`src/rtl/spi_apb_bridge.sv`:
```
// spi_apb_bridge: SPI mode-0 slave that turns 16-bit host frames into single APB transfers.
// Define SPI_APB_TIMEOUT_EN to abort an APB transfer after TIMEOUT_CYC cycles without pready.
module spi_apb_bridge #(
    parameter int unsigned DATA_WIDTH  = 8,
    parameter int unsigned ADDR_WIDTH  = 3,
    parameter int unsigned TIMEOUT_CYC = 15
) (
    input  logic                  pclk,
    input  logic                  preset,
    input  logic                  sck,
    input  logic                  cs_n,
    input  logic                  mosi,
    output logic                  miso,
    output logic                  miso_oe,
    output logic [ADDR_WIDTH-1:0] paddr,
    output logic                  pwrite,
    output logic                  psel,
    output logic                  penable,
    output logic [DATA_WIDTH-1:0] pwdata,
    input  logic [DATA_WIDTH-1:0] prdata,
    input  logic                  pready,
    output logic                  busy,
    output logic                  xfer_err
);
    localparam int unsigned FRAME_BITS = 8 + DATA_WIDTH;
    localparam logic [4:0]  CMD_CNT    = 5'd8;
    localparam logic [4:0]  FRAME_CNT  = 5'(FRAME_BITS);

    typedef enum logic [2:0] {
        S_IDLE, S_CMD, S_DATA, S_SETUP, S_ACCESS, S_DONE
    } state_t;

    state_t                  state_q, state_d;
    logic [2:0]              sck_sync_q, cs_sync_q;
    logic [1:0]              mosi_sync_q;
    logic                    sck_rise, sck_fall, cs_fall, cs_hi, abort, timeout;
    logic [4:0]              bitcnt_q, bitcnt_d;
    logic [FRAME_BITS-1:0]   rx_q, rx_d;
    logic [DATA_WIDTH-1:0]   tx_q, tx_d, tx_first;
    logic                    miso_q, miso_d, err_q, err_d;
    logic                    is_rd_q, is_rd_d, rd_valid_q, rd_valid_d, tx_act_q, tx_act_d;
    logic [ADDR_WIDTH-1:0]   paddr_q, paddr_d;
    logic                    pwrite_q, pwrite_d;
    logic [DATA_WIDTH-1:0]   pwdata_q, pwdata_d;

    // cs_n synchronisers reset to the deselected level so reset never looks like a frame start.
    always_ff @(posedge pclk) begin
        if (preset) begin
            sck_sync_q  <= '0;
            cs_sync_q   <= '1;
            mosi_sync_q <= '0;
        end else begin
            sck_sync_q  <= {sck_sync_q[1:0], sck};
            cs_sync_q   <= {cs_sync_q[1:0], cs_n};
            mosi_sync_q <= {mosi_sync_q[0], mosi};
        end
    end

    assign sck_rise = sck_sync_q[1] & ~sck_sync_q[2];
    assign sck_fall = ~sck_sync_q[1] & sck_sync_q[2];
    assign cs_hi    = cs_sync_q[1];
    assign cs_fall  = ~cs_sync_q[1] & cs_sync_q[2];

`ifdef SPI_APB_TIMEOUT_EN
    localparam logic [3:0] TO_LAST = 4'(TIMEOUT_CYC - 1);
    logic [3:0] wait_q, wait_d;

    always_comb wait_d = (state_q == S_ACCESS) ? wait_q + 4'd1 : '0;

    always_ff @(posedge pclk) begin
        if (preset) wait_q <= '0;
        else        wait_q <= wait_d;
    end

    assign timeout = (state_q == S_ACCESS) && !pready && (wait_q == TO_LAST);
`else
    assign timeout = 1'b0;
`endif

    always_ff @(posedge pclk) begin
        if (preset) state_q <= S_IDLE;
        else        state_q <= state_d;
    end

    always_comb begin
        state_d = state_q;
        abort   = 1'b0;
        case (state_q)
            S_IDLE:   if (cs_fall) state_d = S_CMD;
            S_CMD: begin
                if (bitcnt_q == CMD_CNT) state_d = rx_q[7] ? S_DATA : S_SETUP;
                else if (cs_hi) begin
                    state_d = S_IDLE;
                    abort   = 1'b1;
                end
            end
            S_DATA: begin
                if (bitcnt_q == FRAME_CNT) state_d = S_SETUP;
                else if (cs_hi) begin
                    state_d = S_IDLE;
                    abort   = 1'b1;
                end
            end
            S_SETUP:  state_d = S_ACCESS;
            S_ACCESS: if (pready || timeout) state_d = (pwrite_q || !cs_hi) ? S_DONE : S_IDLE;
            S_DONE:   if (cs_hi) state_d = S_IDLE;
            default:  state_d = S_IDLE;
        endcase
    end

    always_comb begin
        psel    = 1'b0;
        penable = 1'b0;
        busy    = 1'b1;
        case (state_q)
            S_IDLE:   busy = 1'b0;
            S_SETUP:  psel = 1'b1;
            S_ACCESS: begin
                psel    = 1'b1;
                penable = 1'b1;
            end
            default: ;
        endcase
    end

    always_comb begin
        bitcnt_d   = bitcnt_q;
        rx_d       = rx_q;
        tx_d       = tx_q;
        tx_first   = tx_q;
        miso_d     = miso_q;
        is_rd_d    = is_rd_q;
        rd_valid_d = rd_valid_q;
        tx_act_d   = tx_act_q;
        paddr_d    = paddr_q;
        pwrite_d   = pwrite_q;
        pwdata_d   = pwdata_q;
        err_d      = abort | timeout;

        if (state_q == S_CMD && state_d == S_SETUP) begin
            paddr_d  = rx_q[ADDR_WIDTH-1:0];
            pwrite_d = 1'b0;
            is_rd_d  = 1'b1;
        end
        if (state_q == S_DATA && state_d == S_SETUP) begin
            paddr_d  = rx_q[DATA_WIDTH +: ADDR_WIDTH];
            pwrite_d = rx_q[FRAME_BITS-1];
            pwdata_d = rx_q[DATA_WIDTH-1:0];
        end
        // Read data is captured only if MISO has not already begun shifting the late-read filler.
        if (state_q == S_ACCESS && !pwrite_q && (pready || timeout) && !tx_act_q) begin
            tx_d       = pready ? prdata : '1;
            rd_valid_d = 1'b1;
        end

        if (cs_fall) begin
            bitcnt_d   = '0;
            is_rd_d    = 1'b0;
            rd_valid_d = 1'b0;
            tx_act_d   = 1'b0;
            miso_d     = 1'b0;
        end else if (cs_hi) begin
            miso_d = 1'b0;
        end else begin
            if (sck_rise && bitcnt_q < FRAME_CNT) begin
                bitcnt_d = bitcnt_q + 5'd1;
                rx_d     = {rx_q[FRAME_BITS-2:0], mosi_sync_q[1]};
            end
            if (sck_fall) begin
                miso_d = 1'b0;
                if (is_rd_q && bitcnt_q >= CMD_CNT && bitcnt_q < FRAME_CNT) begin
                    if (!tx_act_q) begin
                        tx_act_d = 1'b1;
                        if (!rd_valid_q) begin
                            tx_first = '1;
                            err_d    = 1'b1;
                        end
                    end
                    miso_d = tx_first[DATA_WIDTH-1];
                    tx_d   = {tx_first[DATA_WIDTH-2:0], 1'b0};
                end
            end
        end
    end

    always_ff @(posedge pclk) begin
        if (preset) begin
            bitcnt_q   <= '0;
            rx_q       <= '0;
            tx_q       <= '0;
            miso_q     <= 1'b0;
            err_q      <= 1'b0;
            is_rd_q    <= 1'b0;
            rd_valid_q <= 1'b0;
            tx_act_q   <= 1'b0;
            paddr_q    <= '0;
            pwrite_q   <= 1'b0;
            pwdata_q   <= '0;
        end else begin
            bitcnt_q   <= bitcnt_d;
            rx_q       <= rx_d;
            tx_q       <= tx_d;
            miso_q     <= miso_d;
            err_q      <= err_d;
            is_rd_q    <= is_rd_d;
            rd_valid_q <= rd_valid_d;
            tx_act_q   <= tx_act_d;
            paddr_q    <= paddr_d;
            pwrite_q   <= pwrite_d;
            pwdata_q   <= pwdata_d;
        end
    end

    assign miso     = miso_q;
    assign miso_oe  = ~cs_hi;
    assign paddr    = paddr_q;
    assign pwrite   = pwrite_q;
    assign pwdata   = pwdata_q;
    assign xfer_err = err_q;

endmodule

```
`config.mk`:
```
export PLATFORM = sky130hd
export DESIGN_NAME = spi_apb_bridge
export DESIGN_NICKNAME = d
export VERILOG_FILES = /design/src/rtl/spi_apb_bridge.sv
export SDC_FILE = /design/constraint.sdc
export NUM_CORES = 1
export LEC_CHECK = 0
export BUFFER_PORTS_ARGS = -buffer_cell sky130_fd_sc_hd__buf_2
export CAP_MARGIN = 0
export CORE_MARGIN = 1
export CORE_UTILIZATION = 30
export CTS_CLUSTER_SIZE = 12
export DETAILED_ROUTE_END_ITERATION = 16
export PLACE_DENSITY = 0.53
export SLEW_MARGIN = 20
export SYNTH_ARGS = -nofsm -noshare
export SYNTH_HDL_FRONTEND = slang
export SYNTH_SLANG_ARGS = --single-unit
```
`constraint.sdc`:
```
create_clock -name pclk -period 2.5 [get_ports pclk]
set_input_delay 0.25 -clock pclk [delete_from_list [all_inputs] [get_ports pclk]]
set_output_delay 0.25 -clock pclk [all_outputs]
set_load 0.05 [all_outputs]
```
Word-level counts from Yosys, hierarchy flattened
Cells that the tools add are included.
- register bits after elaboration: 57
- input bits: 14
- output and inout port bits: 18
- word-level logic and storage cells: 87
- $add $sub $neg: 1
- magnitude comparators: 2
- equal/unequal tests: 8
- multiplexer cells: 34
- bitwise logic cells: 7
- reduce and logical (&&, ||, !) cells: 20
- operator list (kind ; count):
    $mux 8 ; 8
    $mux 3 ; 8
    $pmux 3 s6 ; 1
    $mux 1 ; 16
    $eq 3x2->1 const B ; 3
    $logic_and 1x1->1 ; 8
    $eq 3x3->1 const B ; 2
    $reduce_and 3->1 ; 2
    $add 5x1->5 const B ; 1
    $eq 5x4->1 const B ; 1
    $eq 5x5->1 const B ; 1
    $ge 5x4->1 const B ; 1
    $lt 5x5->1 const B ; 1
    $not 1->1 ; 4
    $reduce_or 2->1 ; 2
    $and 1x1->1 ; 3
    $eq 3x1->1 const B ; 1
    $logic_not 1->1 ; 3
    $logic_not 3->1 ; 1
    $reduce_or 3->1 ; 1
    $pmux 1 s2 ; 1
    $reduce_and 2->1 ; 1
    $reduce_bool 2->1 ; 1
    $logic_or 1x1->1 ; 1

Logic depth before layout (Yosys ltp)
- depth in word-level cells: 9
- mapped depth: 8
- depth with buffers taken out: 7

Worst setup path after synthesis
OpenSTA, ideal clock, no wires.
- kind: register to register
- from: register state_q[2]
- to: register paddr_q[0] (netlist: paddr[0])
- library setup time: 0.124 ns
- arrival time: 2.092 ns
- data required time: 2.376 ns
- path slack: 0.285 ns
- cell stages (with the launch flop): 7
- buffers on the path: 1
- period minus slack after synthesis: 2.215 ns
- cells stage by stage: dfxtp_1 -> buf_2 -> nor3b_2 -> o211ai_1 -> o2111a_1 -> o41ai_1 -> nor2_1
- longest elaborated chain between the ends: 6
- elaborated cells between the ends (all ways): 17
- those cells by class: 6 x eq/ne; 7 x mux; 4 x reduce/logical
- RTL lines (element ; RTL line ; source):
    from (decl) ; 33 ; state_t state_q, state_d;
    from (signal assigned) ; 82 ; else state_q <= state_d;
    $mux 3 ; 92, 99, 106 ;
    $mux 3 (on tied branches) ; 98, 91 ;
    $pmux 3 s6 ; 88 ; case (state_q)
    $eq 3x2->1 ; 140, 145 ;
    $logic_and 1x1->1 (on tied branches) ; 145, 140 ;
    $mux 3 / $reduce_bool 2->1 (equally long branches) ; - ;
    to (signal assigned) ; 208 ; paddr_q <= paddr_d;
    to (decl) ; 42 ; logic [ADDR_WIDTH-1:0] paddr_q, paddr_d;
Several ways; a longest one is shown, not always the timed one.
A chain may end at the register's enable or synchronous reset.

Worst setup path in the final report
- from: register bitcnt_q[0]
- to: register paddr_q[1] (netlist: paddr[1])
- longest elaborated chain between the ends: 6
- elaborated cells between the ends (all ways): 10
- those cells by class: 3 x eq/ne; 4 x mux; 3 x reduce/logical
- RTL lines (element ; RTL line ; source):
    from (decl) ; 37 ; logic [4:0] bitcnt_q, bitcnt_d;
    from (signal assigned) ; 200 ; bitcnt_q <= bitcnt_d;
    $eq 5x5->1 / $eq 5x4->1 (equally long branches) ; 98, 91 ;
    $mux 3 (on tied branches) ; 98, 91 ;
    $pmux 3 s6 * ; 88 ;
    $eq 3x2->1 * ; 140, 145 ;
    $logic_and 1x1->1 (on tied branches) ; 145, 140 ;
    $mux 3 / $reduce_bool 2->1 (equally long branches) ; - ;
Mark *: on every way between the ends. The rest lies on a longest branch, timed or not.

==> impl_metrics.csv <==
group,metric,value,unit
power_and_ir_drop,ir_drop,0.389,mV
routing,wl,4.98,mm
timing,finalSetupViolCount,0,
timing,fin_worst_skew,0.00786,ns
setup_path,max_stage_delay,0.39,ns
setup_path,cp_cell_sequence,"inv_1 > ha_1 > and4bb_4 > mux2_4 > o2111a_1 > o41ai_1 > nor2_1",
min_path,hold_class,"input pin to register",
die,dieArea,8200,um2
routing,drcViolationCount,0,
routing,viasPerCell,4.73,
routing,top_layer,"met4",
timing,rsz0062_at_grt,"false",
yosys,synth_cell_types,49,
die,die_h,90.6,um
routing,vias,1877,
setup_path,r2r_slack,0.53,ns
routing,wl_met2,2.15,mm
power_and_ir_drop,p_per_area,658,nW/um2
clock_tree,clock_latency,0.34,ns
clock_tree,holdBufCountCts,0,
yosys,ys.flop_type,"dfxtp_1",
yosys,synth_edf_count,0,
timing,hold_ws,0.0916,ns
die,die_w,90.6,um
yosys,synthesis.area,2350,um2
routing,drt_iter0_drc,71,
die,rows,31,
setup_path,start_kind,"register",
timing,max_slew.worst_pin.slew,0.625,ns
setup_path,r2r_end,"paddr[1]",
status,run_status,"completed",
timing,fin_crit,1.97,ns
setup_path,cp.required,2.72,ns
final_layout,area_growth,17.2,%
die,initial_core_util,31.8,%
routing,ant_nets,0,
timing,finalCritPeriodShare,78.9,%
timing,max_freq,507,MHz
timing,tns,0,ns
setup_path,cp_slowest_cell,"dfxtp_1",
global_routing,grt_max_degree,29,
clock_tree,cts_tree,"built",
setup_path,crit_arrival,2.20,ns
yosys,ys_warn_count,0,
placement,hpwl,3.29,mm
power_and_ir_drop,total_leakage_power,1.07,nW
global_routing,overflow,0,
setup_path,reg2reg_depth,7,
timing,final_hold_viol_count,0,
yosys,ys_ff_latch,57,
timing,slew_violations,0,
setup_path,crit_type,"register to register",
timing,relSlewSlack,58.0,%
final_layout,antennaDiodeCount,0,
min_path,hold_depth,2,
routing,dr.pass1.iters,4,
placement,portBuffers,31,
clock_tree,clockBufferDepth,2,
routing,detail_route.wl_per_cell,12.5,um
clock_tree,clkSlewWorstSetupHoldPaths,0.07,ns
yosys,async_flop_share,0,%
global_routing,antenna_found_initial,0,
clock_tree,root_buffer,"clkbuf_8",
final_layout,drive_gt1_share,18.8,%
global_routing,grt_pass1_vias,1679,
die,pin_count,32,
clock_tree,htree_levels,3,
final_layout,final_nets,309,
routing,wl_met1,2.51,mm
setup_path,worstPathMaxFanout,5,
yosys,avgSynthCellArea,8.81,um2
global_routing,grt_pass1_wl,8.18,mm
yosys,ys_seq_area_share,48.5,%
global_routing,track_usage,12.8,%
clock_tree,cts_setup_buffers,0,
die,core_area,7410,um2
routing,dr_wl_met3,188,um
job,drv_cap,0,
min_path,min_to,"cs_sync_q[0]",
yosys,syn_nets,283,
yosys,synthCells,267,
setup_path,end_kind,"register",
setup_path,timing.rr.start,"bitcnt_q[0]",
clock_tree,ctsResizeCount,0,
clock_tree,cts_buffers,9,
min_path,holdCritStartpoint,"cs_n",
placement,gp_congestion,0.741,
clock_tree,clock_sinks,57,
[report_power, final]
| part | internal [mW] | switching [mW] |
|---|---|---|
| Clock | 0.457 | 0.381 |
| Sequential | 0.914 | 0.00483 |
| Combinational | 0.0221 | 0.0347 |
| Total | 1.39 | 0.421 |
[worst max-delay path by stage]
stage / from / endpoint / slack, ns / cells after the start
6_report: bitcnt_q[0] / paddr[1] / 0.53 / 7
5_1_grt: state_q[1] / paddr[0] / 0.35 / 5
4_1_cts: bitcnt_q[0] / paddr[1] / 0.52 / 7
3_5_place_dp: bitcnt_q[0] / paddr[1] / 0.54 / 7
3_3_place_gp: bitcnt_q[0] / paddr[1] / 0.59 / 7
2_1_floorplan: state_q[2] / paddr[0] / 0.28 / 6
[Yosys cell counts, types with 2 or more instances]
master    count  area share (%)
o21ai_0       2            0.43
ha_1          2             1.1
nand2_1      55             8.8
o41ai_1       2            0.74
nor3_1        9             1.9
xor2_1        2            0.74
mux2i_1       9             3.8
o21a_1        2            0.64
clkbuf_1     10             1.6
nand2b_1      6             1.6
inv_1         8             1.3
a211oi_1      8             2.6
dfxtp_1      57              49
nor2_1       14             2.2
nand3_1       3            0.64
a21oi_1      30             6.4
nand3b_1      2            0.64
or2_2         2            0.53
nor2b_1       8             2.1
nor3b_1       2            0.64
buf_2         6             1.3
[sequential cells by signal, summed over array words and instances, names as in the netlist, 2 cells and up]
| register | cells |
|---|---|
| cs_sync_q | 3 |
| mosi_sync_q | 2 |
| pwdata | 8 |
| rx_q | 16 |
| tx_q | 8 |
| bitcnt_q | 5 |
| state_q | 3 |
| paddr | 3 |
| sck_sync_q | 3 |
[critical path, delay by kind of cell, from the launching register on]
kind	cells	cell delay, ns
compound gates	2	0.60
flops	1	0.39
mux	1	0.32
simple gates	2	0.28
fa+ha+maj	1	0.20
buf+inv	1	0.06
[cell usage in the layout (no fill, tap or decap), types with 3 or more instances in the layout]
master / n
nor2_1: 14
nand2b_1: 6
nor3_1: 9
a211oi_1: 8
clkinv_2: 3
nor2b_1: 8
a21oi_1: 30
nand3_1: 3
nand2_1: 55
buf_2: 31
dfxtp_1: 57
clkbuf_8: 9
mux2i_1: 9
inv_1: 8
[logic make-up after synthesis]
kind of cell,synth area share [%]
AND/OR/NAND/NOR,23.6
multiplexers,4.47
adder cells (fa/ha/maj),1.06
AO/OA/AOI/OAI,16.4
XOR/XNOR,1.12
buffers and inverters,4.79
flip-flops,48.5
[routing by layer]
| layer | vias to the layer above | GRT usage [%] |
|---|---|---|
| met2 | 40 | 18.0 |
| met5 | - | 0 |
| met1 | 858 | 17.0 |
| met4 | 0 | 8.06 |
| li1 | 968 | - |
| met3 | 11 | 3.70 |
[through the flow]
step / power (mW) / cells / instance area [um2] / setup WS (ns) / utilization, %
2_1_floorplan: 0.976 / 267 / 2350 / 0.285 / -
3_3_place_gp: 0.997 / 381 / 2560 / 0.595 / 34.6
3_5_place_dp: 0.996 / 381 / 2560 / 0.540 / 34.6
4_1_cts: 1.84 / 397 / 2760 / 0.524 / 37.2
5_1_grt: 1.89 / 397 / 2760 / 0.354 / 37.2
6_report: 1.81 / 397 / 2760 / 0.527 / 37.2
[cell type report]
class	count	area [um2]
sequential	57	1140
inverter	8	30.0
clock inverter	7	68.8
fill	760	4650
timing repair buffer	33	170
multi-input combinational	184	1100
clock buffer	9	124
tap	99	124
(Power assumes the default switching activity.)
